===== src/rtl/sd_card_multi_read_if.sv =====
// Bus bundle for the multi-block SD read engine: start/status, SD command
// handshake, SPI receive strobe and sector-buffer write port.
interface sd_card_multi_read_if #(
  parameter int CNT_W  = 8,
  parameter int BUF_AW = 12
);
  logic              i_start_read;
  logic [31:0]       i_addr;
  logic [CNT_W-1:0]  i_block_count;
  logic [7:0]        i_rx_byte;
  logic              i_rx_valid;
  logic              o_send_cmd;
  logic [3:0]        o_cmd_select;
  logic [31:0]       o_cmd_arg;
  logic              i_cmd_done;
  logic [7:0]        i_response_status;
  logic [7:0]        o_data;
  logic [BUF_AW-1:0] o_addr;
  logic              o_wr_nrd;
  logic              o_busy;
  logic              o_read_done;
  logic [7:0]        o_status;
  logic [7:0]        o_err_token;

  modport master (
    input  i_start_read, i_addr, i_block_count, i_rx_byte, i_rx_valid,
           i_cmd_done, i_response_status,
    output o_send_cmd, o_cmd_select, o_cmd_arg, o_data, o_addr, o_wr_nrd,
           o_busy, o_read_done, o_status, o_err_token
  );

  modport slave (
    output i_start_read, i_addr, i_block_count, i_rx_byte, i_rx_valid,
           i_cmd_done, i_response_status,
    input  o_send_cmd, o_cmd_select, o_cmd_arg, o_data, o_addr, o_wr_nrd,
           o_busy, o_read_done, o_status, o_err_token
  );
endinterface


===== src/rtl/sd_card_multi_read.sv =====
// Multi-block SD read engine (CMD17 single, CMD18+CMD12 multi) writing into the sector buffer.
// Optional macro SD_READ_CRC16_EN enables CRC16-CCITT checking of each data block.
module sd_card_multi_read #(
  parameter int BLOCK_BYTES   = 512,
  parameter int CNT_W         = 8,
  parameter int BUF_AW        = 12,
  parameter int TOKEN_TIMEOUT = 4096
) (
  input logic i_clk,
  input logic i_rst_n,
  sd_card_multi_read_if.master bus
);
  localparam int BW = $clog2(BLOCK_BYTES);
  localparam int TW = $clog2(TOKEN_TIMEOUT + 1);

  localparam logic [3:0] IDLE       = 4'd0;
  localparam logic [3:0] SEND_CMD   = 4'd1;
  localparam logic [3:0] WAIT_RSP   = 4'd2;
  localparam logic [3:0] WAIT_TOKEN = 4'd3;
  localparam logic [3:0] DATA       = 4'd4;
  localparam logic [3:0] CRC        = 4'd5;
  localparam logic [3:0] STOP       = 4'd6;
  localparam logic [3:0] STOP_RSP   = 4'd7;
  localparam logic [3:0] DONE       = 4'd8;

  logic [3:0]        state;
  logic [31:0]       addr_lat;
  logic [CNT_W-1:0]  count_lat;
  logic [CNT_W-1:0]  block_idx;
  logic [BW-1:0]     byte_idx;
  logic [TW-1:0]     token_cnt;
  logic              crc_first;
  logic              multi;
  logic [7:0]        pend;
  logic [CNT_W+BW-1:0] full_addr;
  logic [3:0]        end_state;
  logic              crc_bad;

  assign full_addr = {block_idx, byte_idx};
  assign end_state = multi ? STOP : DONE;
  assign bus.o_busy = (state != IDLE);

`ifdef SD_READ_CRC16_EN
  logic [15:0] crc_acc;
  logic [7:0]  crc_hi;

  function automatic logic [15:0] crc16_next(input logic [15:0] c, input logic [7:0] d);
    logic [15:0] r;
    r = c;
    for (int i = 7; i >= 0; i--) begin
      if (r[15] ^ d[i]) r = {r[14:0], 1'b0} ^ 16'h1021;
      else              r = {r[14:0], 1'b0};
    end
    return r;
  endfunction

  assign crc_bad = ({crc_hi, bus.i_rx_byte} != crc_acc);

  always_ff @(posedge i_clk or negedge i_rst_n) begin
    if (!i_rst_n) begin
      crc_acc <= '0;
      crc_hi  <= '0;
    end else begin
      if (state == WAIT_TOKEN) crc_acc <= '0;
      else if (state == DATA && bus.i_rx_valid) crc_acc <= crc16_next(crc_acc, bus.i_rx_byte);
      if (state == CRC && bus.i_rx_valid && crc_first) crc_hi <= bus.i_rx_byte;
    end
  end
`else
  assign crc_bad = 1'b0;
`endif

  // Command pulses fire from SEND_CMD/STOP and appear while waiting for the response.
  always_ff @(posedge i_clk or negedge i_rst_n) begin
    if (!i_rst_n) begin
      state           <= IDLE;
      addr_lat        <= '0;
      count_lat       <= '0;
      block_idx       <= '0;
      byte_idx        <= '0;
      token_cnt       <= '0;
      crc_first       <= 1'b0;
      multi           <= 1'b0;
      pend            <= '0;
      bus.o_send_cmd  <= 1'b0;
      bus.o_cmd_select <= '0;
      bus.o_cmd_arg   <= '0;
      bus.o_data      <= '0;
      bus.o_addr      <= '0;
      bus.o_wr_nrd    <= 1'b0;
      bus.o_read_done <= 1'b0;
      bus.o_status    <= '0;
      bus.o_err_token <= '0;
    end else begin
      bus.o_send_cmd  <= 1'b0;
      bus.o_wr_nrd    <= 1'b0;
      bus.o_read_done <= 1'b0;
      case (state)
        IDLE: if (bus.i_start_read) begin
          addr_lat        <= bus.i_addr;
          count_lat       <= bus.i_block_count;
          multi           <= (bus.i_block_count > CNT_W'(1));
          block_idx       <= '0;
          pend            <= '0;
          bus.o_status    <= '0;
          bus.o_err_token <= '0;
          state           <= (bus.i_block_count == '0) ? DONE : SEND_CMD;
        end
        SEND_CMD: begin
          bus.o_send_cmd   <= 1'b1;
          bus.o_cmd_select <= multi ? 4'd8 : 4'd3;
          bus.o_cmd_arg    <= addr_lat;
          state            <= WAIT_RSP;
        end
        WAIT_RSP: if (bus.i_cmd_done) begin
          bus.o_cmd_select <= '0;
          bus.o_cmd_arg    <= '0;
          token_cnt        <= '0;
          if (bus.i_response_status != 8'd1) begin
            pend  <= 8'd2;
            state <= DONE;
          end else begin
            state <= WAIT_TOKEN;
          end
        end
        WAIT_TOKEN: if (bus.i_rx_valid) begin
          if (bus.i_rx_byte == 8'hFE) begin
            byte_idx <= '0;
            state    <= DATA;
          end else if (bus.i_rx_byte[7:5] == 3'b000) begin
            bus.o_err_token <= bus.i_rx_byte;
            pend            <= 8'd3;
            state           <= end_state;
          end else if (token_cnt == TW'(TOKEN_TIMEOUT - 1)) begin
            pend  <= 8'd4;
            state <= end_state;
          end else begin
            token_cnt <= token_cnt + 1'b1;
          end
        end
        DATA: if (bus.i_rx_valid) begin
          bus.o_wr_nrd <= 1'b1;
          bus.o_data   <= bus.i_rx_byte;
          bus.o_addr   <= BUF_AW'(full_addr);
          byte_idx     <= byte_idx + 1'b1;
          if (byte_idx == BW'(BLOCK_BYTES - 1)) begin
            crc_first <= 1'b1;
            state     <= CRC;
          end
        end
        CRC: if (bus.i_rx_valid) begin
          if (crc_first) begin
            crc_first <= 1'b0;
          end else if (crc_bad) begin
            pend  <= 8'd5;
            state <= end_state;
          end else if (block_idx != count_lat - CNT_W'(1)) begin
            block_idx <= block_idx + 1'b1;
            token_cnt <= '0;
            state     <= WAIT_TOKEN;
          end else begin
            state <= end_state;
          end
        end
        STOP: begin
          bus.o_send_cmd   <= 1'b1;
          bus.o_cmd_select <= 4'd9;
          bus.o_cmd_arg    <= '0;
          state            <= STOP_RSP;
        end
        STOP_RSP: if (bus.i_cmd_done) begin
          bus.o_cmd_select <= '0;
          if (bus.i_response_status != 8'd1 && pend == '0) pend <= 8'd6;
          state <= DONE;
        end
        DONE: begin
          bus.o_read_done <= 1'b1;
          bus.o_status    <= (pend == '0) ? 8'd1 : pend;
          state           <= IDLE;
        end
        default: state <= IDLE;
      endcase
    end
  end
endmodule


===== src/flat_wrapper.sv =====
// flat-port wrapper written by rule: the top's interface ports become plain ports
module sd_card_multi_read_flat 
#(
  parameter int BLOCK_BYTES   = 512,
  parameter int CNT_W         = 8,
  parameter int BUF_AW        = 12,
  parameter int TOKEN_TIMEOUT = 4096
)
  (i_clk, i_rst_n, bus_i_start_read, bus_i_addr, bus_i_block_count, bus_i_rx_byte, bus_i_rx_valid, bus_i_cmd_done, bus_i_response_status, bus_o_send_cmd, bus_o_cmd_select, bus_o_cmd_arg, bus_o_data, bus_o_addr, bus_o_wr_nrd, bus_o_busy, bus_o_read_done, bus_o_status, bus_o_err_token);
  sd_card_multi_read_if #(.CNT_W(CNT_W), .BUF_AW(BUF_AW)) bus_i ();
  input logic i_clk;
  input logic i_rst_n;
  input wire logic [$bits(bus_i.i_start_read)-1:0] bus_i_start_read;
  input wire logic [$bits(bus_i.i_addr)-1:0] bus_i_addr;
  input wire logic [$bits(bus_i.i_block_count)-1:0] bus_i_block_count;
  input wire logic [$bits(bus_i.i_rx_byte)-1:0] bus_i_rx_byte;
  input wire logic [$bits(bus_i.i_rx_valid)-1:0] bus_i_rx_valid;
  input wire logic [$bits(bus_i.i_cmd_done)-1:0] bus_i_cmd_done;
  input wire logic [$bits(bus_i.i_response_status)-1:0] bus_i_response_status;
  output wire logic [$bits(bus_i.o_send_cmd)-1:0] bus_o_send_cmd;
  output wire logic [$bits(bus_i.o_cmd_select)-1:0] bus_o_cmd_select;
  output wire logic [$bits(bus_i.o_cmd_arg)-1:0] bus_o_cmd_arg;
  output wire logic [$bits(bus_i.o_data)-1:0] bus_o_data;
  output wire logic [$bits(bus_i.o_addr)-1:0] bus_o_addr;
  output wire logic [$bits(bus_i.o_wr_nrd)-1:0] bus_o_wr_nrd;
  output wire logic [$bits(bus_i.o_busy)-1:0] bus_o_busy;
  output wire logic [$bits(bus_i.o_read_done)-1:0] bus_o_read_done;
  output wire logic [$bits(bus_i.o_status)-1:0] bus_o_status;
  output wire logic [$bits(bus_i.o_err_token)-1:0] bus_o_err_token;
  assign bus_i.i_start_read = bus_i_start_read;
  assign bus_i.i_addr = bus_i_addr;
  assign bus_i.i_block_count = bus_i_block_count;
  assign bus_i.i_rx_byte = bus_i_rx_byte;
  assign bus_i.i_rx_valid = bus_i_rx_valid;
  assign bus_i.i_cmd_done = bus_i_cmd_done;
  assign bus_i.i_response_status = bus_i_response_status;
  assign bus_o_send_cmd = bus_i.o_send_cmd;
  assign bus_o_cmd_select = bus_i.o_cmd_select;
  assign bus_o_cmd_arg = bus_i.o_cmd_arg;
  assign bus_o_data = bus_i.o_data;
  assign bus_o_addr = bus_i.o_addr;
  assign bus_o_wr_nrd = bus_i.o_wr_nrd;
  assign bus_o_busy = bus_i.o_busy;
  assign bus_o_read_done = bus_i.o_read_done;
  assign bus_o_status = bus_i.o_status;
  assign bus_o_err_token = bus_i.o_err_token;
  sd_card_multi_read #(.BLOCK_BYTES(BLOCK_BYTES), .CNT_W(CNT_W), .BUF_AW(BUF_AW), .TOKEN_TIMEOUT(TOKEN_TIMEOUT)) u_core (.i_clk(i_clk), .i_rst_n(i_rst_n), .bus(bus_i));
endmodule

===== config.mk =====
export PLATFORM = sky130hd
export DESIGN_NAME = sd_card_multi_read_flat
export DESIGN_NICKNAME = d
export VERILOG_FILES = /design/src/rtl/sd_card_multi_read_if.sv /design/src/rtl/sd_card_multi_read.sv /design/src/flat_wrapper.sv
export SDC_FILE = /design/constraint.sdc
export NUM_CORES = 1
export LEC_CHECK = 0
export ABC_AREA = 1
export CORE_MARGIN = 2
export CORE_UTILIZATION = 49
export CTS_BUF_LIST = sky130_fd_sc_hd__clkbuf_4 sky130_fd_sc_hd__clkbuf_8
export CTS_CLUSTER_SIZE = 12
export DETAILED_ROUTE_END_ITERATION = 8
export PLACE_DENSITY = 0.87
export SYNTH_ARGS = -nofsm -noshare
export SYNTH_HDL_FRONTEND = slang
export SYNTH_SLANG_ARGS = --single-unit

===== constraint.sdc =====
create_clock -name i_clk -period 1.9 [get_ports i_clk]
set_clock_uncertainty 0.1 [all_clocks]
set_input_delay 0.38 -clock i_clk [delete_from_list [all_inputs] [get_ports i_clk]]
set_output_delay 0.38 -clock i_clk [all_outputs]
set_load 0.01 [all_outputs]

---- Word-level counts from Yosys, hierarchy flattened ----
Cells that the tools add are included.
operators by class
  $add $sub $neg .......................... 4
  order comparisons ....................... 1
  eq/ne operators ......................... 32
  multiplexer cells ....................... 62
  reductions and logical operators ........ 29
operators with widths
  kind                     number
  $mux W8                  16
  $mux W13                 8
  $pmux W32 S3             1
  $mux W4                  17
  $pmux W8 S2              3
  $pmux W13 S3             1
  $mux W32                 1
  $pmux W4 S8              1
  $pmux W8 S4              1
  $mux W9                  3
  $reduce_and A9 Y1        3
  $ne A2 B2 Y1 const B     10
  $pmux W9 S2              1
  $eq A4 B3 Y1 const B     4
  $logic_not A8 Y1         2
  $ne A2 B1 Y1 const B     7
  $add A13 B1 Y13 const B  1
  $eq A13 B12 Y1 const B   1
  $pmux W4 S3              1
  $reduce_and A2 Y1        5
  $reduce_and A5 Y1        2
  $reduce_bool A2 Y1       5
  $add A9 B1 Y9 const B    1
  $eq A9 B9 Y1 const B     1
  other kinds (20)         32
storage, ports and cells
  register bits ........................... 159
  output and inout bits ................... 76
  logic and storage cells ................. 146

---- Longest topological paths before layout ----
  word-level depth ........................ 6
  depth in mapped cells ................... 15
  mapped depth without buffers ............ 15

---- Least setup slack after synthesis ----
No wires, ideal clock.
  kind .................................... reg-to-reg
  start point ............................. register u_core.byte_idx[6]
  end point ............................... register u_core.state[0]
  library setup time ...................... 65 ps
  arrival ................................. 1,779 ps
  required time ........................... 1,735 ps
  path slack .............................. -43 ps
  stages on the path, launching flop included .. 12
  period minus slack after synthesis ...... 1,943 ps
  cell sequence ........................... dfrtp_1 -> inv_1 -> nor4_1 -> inv_1 -> nor4_1 -> ha_1 -> nand2_1 -> nand2_1 -> nand4_1 -> nor2_1 -> nand2_1 -> nand2_1
between the ends
  word-level cells in the longest chain between the ends .. 3
RTL lines
  what                                line                       source
  start: declaration                  sd_card_multi_read.sv:30   logic [BW-1:0] byte_idx;
  start signal: assignment            sd_card_multi_read.sv:145  byte_idx <= byte_idx + 1'b1;
  $eq A9 B9 Y1                        sd_card_multi_read.sv:146  if (byte_idx == BW'(BLOCK_BYTES - 1)) begin
  $ne A2 B1 Y1 (no source line)       --
  $reduce_and A9 Y1 (no source line)  --
  end signal: assignment              sd_card_multi_read.sv:136  state <= end_state;
  end signal: assignment              sd_card_multi_read.sv:156  state <= end_state;
  end signal: assignment              sd_card_multi_read.sv:162  state <= end_state;
  end: declaration                    sd_card_multi_read.sv:26   logic [3:0] state;
Every way passes these cells.
A chain may end at the register's enable or synchronous reset.

---- Final worst setup path ----
  start point ............................. register u_core.count_lat[1]
  end point ............................... register u_core.token_cnt[7]
between the ends
  word-level cells in the longest chain between the ends .. 4
RTL lines
  what                                line                       source
  start: declaration                  sd_card_multi_read.sv:28   logic [CNT_W-1:0] count_lat;
  start signal: assignment            sd_card_multi_read.sv:101  count_lat <= bus.i_block_count;
  $sub A8 B1 Y8                       sd_card_multi_read.sv:157  end else if (block_idx != count_lat - CNT_W'(1)) begin
  $ne A8 B8 Y1                        sd_card_multi_read.sv:157
  $ne A2 B1 Y1 (no source line)       --
  $reduce_and A9 Y1 (no source line)  --
  end signal: assignment              sd_card_multi_read.sv:138  token_cnt <= token_cnt + 1'b1;
  end: declaration                    sd_card_multi_read.sv:31   logic [TW-1:0] token_cnt;
Every way passes these cells.

==> impl_metrics.ini <==
[timing]
slew_violations = 0
fmax_mhz = 485.4
rsz0062_at_grt = yes
hold_viol = 0
setup_viol_count_final = 26
min_period_ns = 2.060
fin_ws_ns = -0.1603
period_share = 1.084

[layout]
final_nets = 1187
syn_to_final_growth_pct = 44.65
antenna_cells = 0
drive_gt1_frac = 0.2090
final_common_cell = nand2_1
layout_common_cells = nand2_1, dfrtp_1, clkdlybuf4s50_1, buf_4, o21ai_0
stdcell_count = 1314

[place]
dpl_worst_slack_ns = -0.5638
hpwl_um = 12920
gp_congestion = 0.9117
port_buffers = 130
dp_cells = 1257

[critical_path]
reg2reg_to = u_core.token_cnt[7]
r2r_cells = 13
rrSetupSlack_ns = -0.16
crit_fanout = 8
cp-end-kind = register
start_kind = register
worstPathRequired_ns = 2.14
arrival_ns = 2.30
criticalPathCategory = reg -> reg
r2r_start = u_core.count_lat[1]

[floorplanning]
start_util = 0.5039
die_height_um = 123.7
rows = 43
core_mm2 = 0.01393
die-area_mm2 = 0.01530
die_x_um = 123.7
num_io_pins = 137

[global_routing]
grtUsageTotal = 0.2545
grt_pass1_wl_um = 30250
antenna_found_initial = 0
first_global_vias = 6510
grt_overflow_total = 0
grt_max_degree = 65

[synthesis]
synth-seq-area-share = 0.5274
yosysWarnings = 0
synth_top_area_cell = dfrtp_1
synth_edf_count = 0
synth_top_family_by_area = simple AND/OR/NAND/NOR gates
synthAdderAreaFrac = 0.008909
yosys_most_used_dff = dfrtp_1
synthSimpleGateAreaFrac = 0.2833
syn_area_per_cell_um2 = 7.881
synth_compound_area_frac = 0.08108
synthMuxAreaShare = 0
synth.area.top_cells = dfrtp_1, nand2_1, o21ai_0
synth_top_area_frac = 0.5274
synth-xor-area-share = 0.02994
synth_area_mm2 = 0.007022
ys_types = 37
ys_seq_elements = 148
async_reset_ff_frac = 1.000
syn_inst = 891

[pwr]
p_per_area_mw_per_mm2 = 1532
switching_share = 0.4035
p_int_mw = 9.284
switching_power_mw = 6.281
power.leakage_nw = 5.008
clkPwrFrac = 0.167
irDropWorstVdd_mv = 0.7025
pwr-share-comb = 0.508
power_frac_seq = 0.325

[drt]
drc = 0
wirelength_um = 20770
vias_per_cell = 5.260
postRouteAntennaNets = 0
dr.first_iter.drc_count = 662
via_count = 6912
drt-pass1-iter-count = 7
drt-wirelength-per-cell_um = 15.81

[clock_network]
cts-root-buf = clkbuf_8
clk_pin_slew_ns = 0.09
cts_tree = yes
clock_tree.htree_level_count = 4
clk_latency_ns = 0.45
clock_sinks = 148
cts_made_buffers = 17
cts_buffer_depth = 2

[job]
maxCapViolations = 0

[worst_hold_path]
hp-class = in -> async

[run_status]
failed_checks = setup timing
status = finished with violations
-- metrics by stage --
step	hold slack [ns]	TNS, ns	power (mW)	cell area (um2)	utilization
finish	0.3231	-2.796	15.57	10160	0.7289
global route	0.3477	-6.215	16.56	10160	0.7289
CTS	0.3235	-1.883	14.55	9726	0.6979
detailed placement	0.2385	-16.28	11.57	9123	0.6547
global placement	0.2367	-11.25	11.30	9123	0.6547
floorplan	-0.01559	0	8.566	7054	-
-- critical path: stages (launching register included) --
cell     delay [ns]
dfrtp_1        0.40
buf_4          0.14
nor2_2         0.12
nand2_1        0.12
o21ai_2        0.18
nand2_1        0.07
nand2_1        0.07
nand2_1        0.05
nor2_1         0.13
nand3_2        0.17
nand2_4        0.14
inv_2          0.09
nand2_1        0.08
nand2_1        0.06
-- cell usage after synthesis (2+ instances only) --
master,instances
a21oi_1,10
a31oi_1,2
buf_1,4
buf_2,13
buf_4,7
clkbuf_1,9
dfrtp_1,148
ha_1,5
inv_1,72
inv_2,8
nand2_1,361
nand2_2,3
nand3_1,30
nand4_1,11
nor2_1,55
nor2_2,2
nor3_1,10
nor3_2,2
nor4_1,9
o21ai_0,78
o21ai_1,11
o31ai_1,4
xnor2_1,6
xor2_1,18
-- power groups by stage --
stage / clock network (mW) / logic [mW] / registers [mW]
CTS: 2.59 / 6.96 / 5.00
detailed placement: 0 / 6.54 / 5.03
global route: 2.73 / 8.66 / 5.17
global placement: 0 / 6.33 / 4.98
finish: 2.60 / 7.91 / 5.06
floorplan: 0 / 3.37 / 5.20
-- what timing repair did --
action | CTS | global route
pin swaps | 16 | 16
hold buffers | 1 | 0
endpoints found under the hold margin | 39 | 0
setup endpoints to repair | 43 | 104
cloned | 0 | 3
buffers inserted | 9 | 12
gates resized for setup | 45 | 76
-- worst max path at each step --
stage	from	end	slack, ns	depth (start not counted)
3_3_place_gp	bus_i_rx_byte[5]	u_core.bus.o_err_token[1]	-0.42	7
4_1_cts	u_core.count_lat[1]	u_core.token_cnt[7]	-0.10	15
5_1_grt	u_core.count_lat[1]	u_core.token_cnt[7]	-0.25	15
3_5_place_dp	bus_i_rx_byte[5]	u_core.bus.o_err_token[1]	-0.56	7
2_1_floorplan	u_core.byte_idx[6]	u_core.state[0]	0.02	11
6_report	u_core.count_lat[1]	u_core.token_cnt[7]	-0.16	13
-- flip-flops by register name, indices dropped and copies added, names as in the netlist --
register	flops
u_core.bus.o_cmd_arg	32
u_core.block_idx	8
u_core.bus.o_data	8
u_core.addr_lat	32
u_core.bus.o_addr	12
u_core.pend	3
u_core.bus.o_read_done	1
u_core.bus.o_err_token	8
u_core.token_cnt	13
u_core.bus.o_send_cmd	1
u_core.byte_idx	9
u_core.bus.o_status	3
u_core.state	4
u_core.bus.o_wr_nrd	1
u_core.crc_first	1
u_core.bus.o_cmd_select	3
u_core.multi	1
u_core.count_lat	8
-- layout make-up --
| type | count | area [um2] |
|---|---|---|
| well taps | 180 | 225.2 |
| repair buffers | 241 | 2305 |
| clock inverters | 12 | 152.6 |
| clock buffers | 20 | 262.8 |
| flip-flops and latches | 148 | 3705 |
| inverters | 80 | 305.3 |
| fillers | 910 | 3777 |
| multi-input cells | 633 | 3202 |
-- cell families after synthesis --
family | after synthesis
and+or+nand+nor | 489
DFF | 148
buffers and inverters | 115
AOI/OAI and AO/OA | 109
xor gates and xnor gates | 24
adders and majority gates | 5
other | 1
-- per-layer routing --
layer  part of all wire  track usage
met1               0.41       0.3267
met2               0.50       0.4234
met3              0.058      0.05357
met4              0.030      0.09872
met5                  0            0
Note: power is estimated with default switching activity, not from simulation.
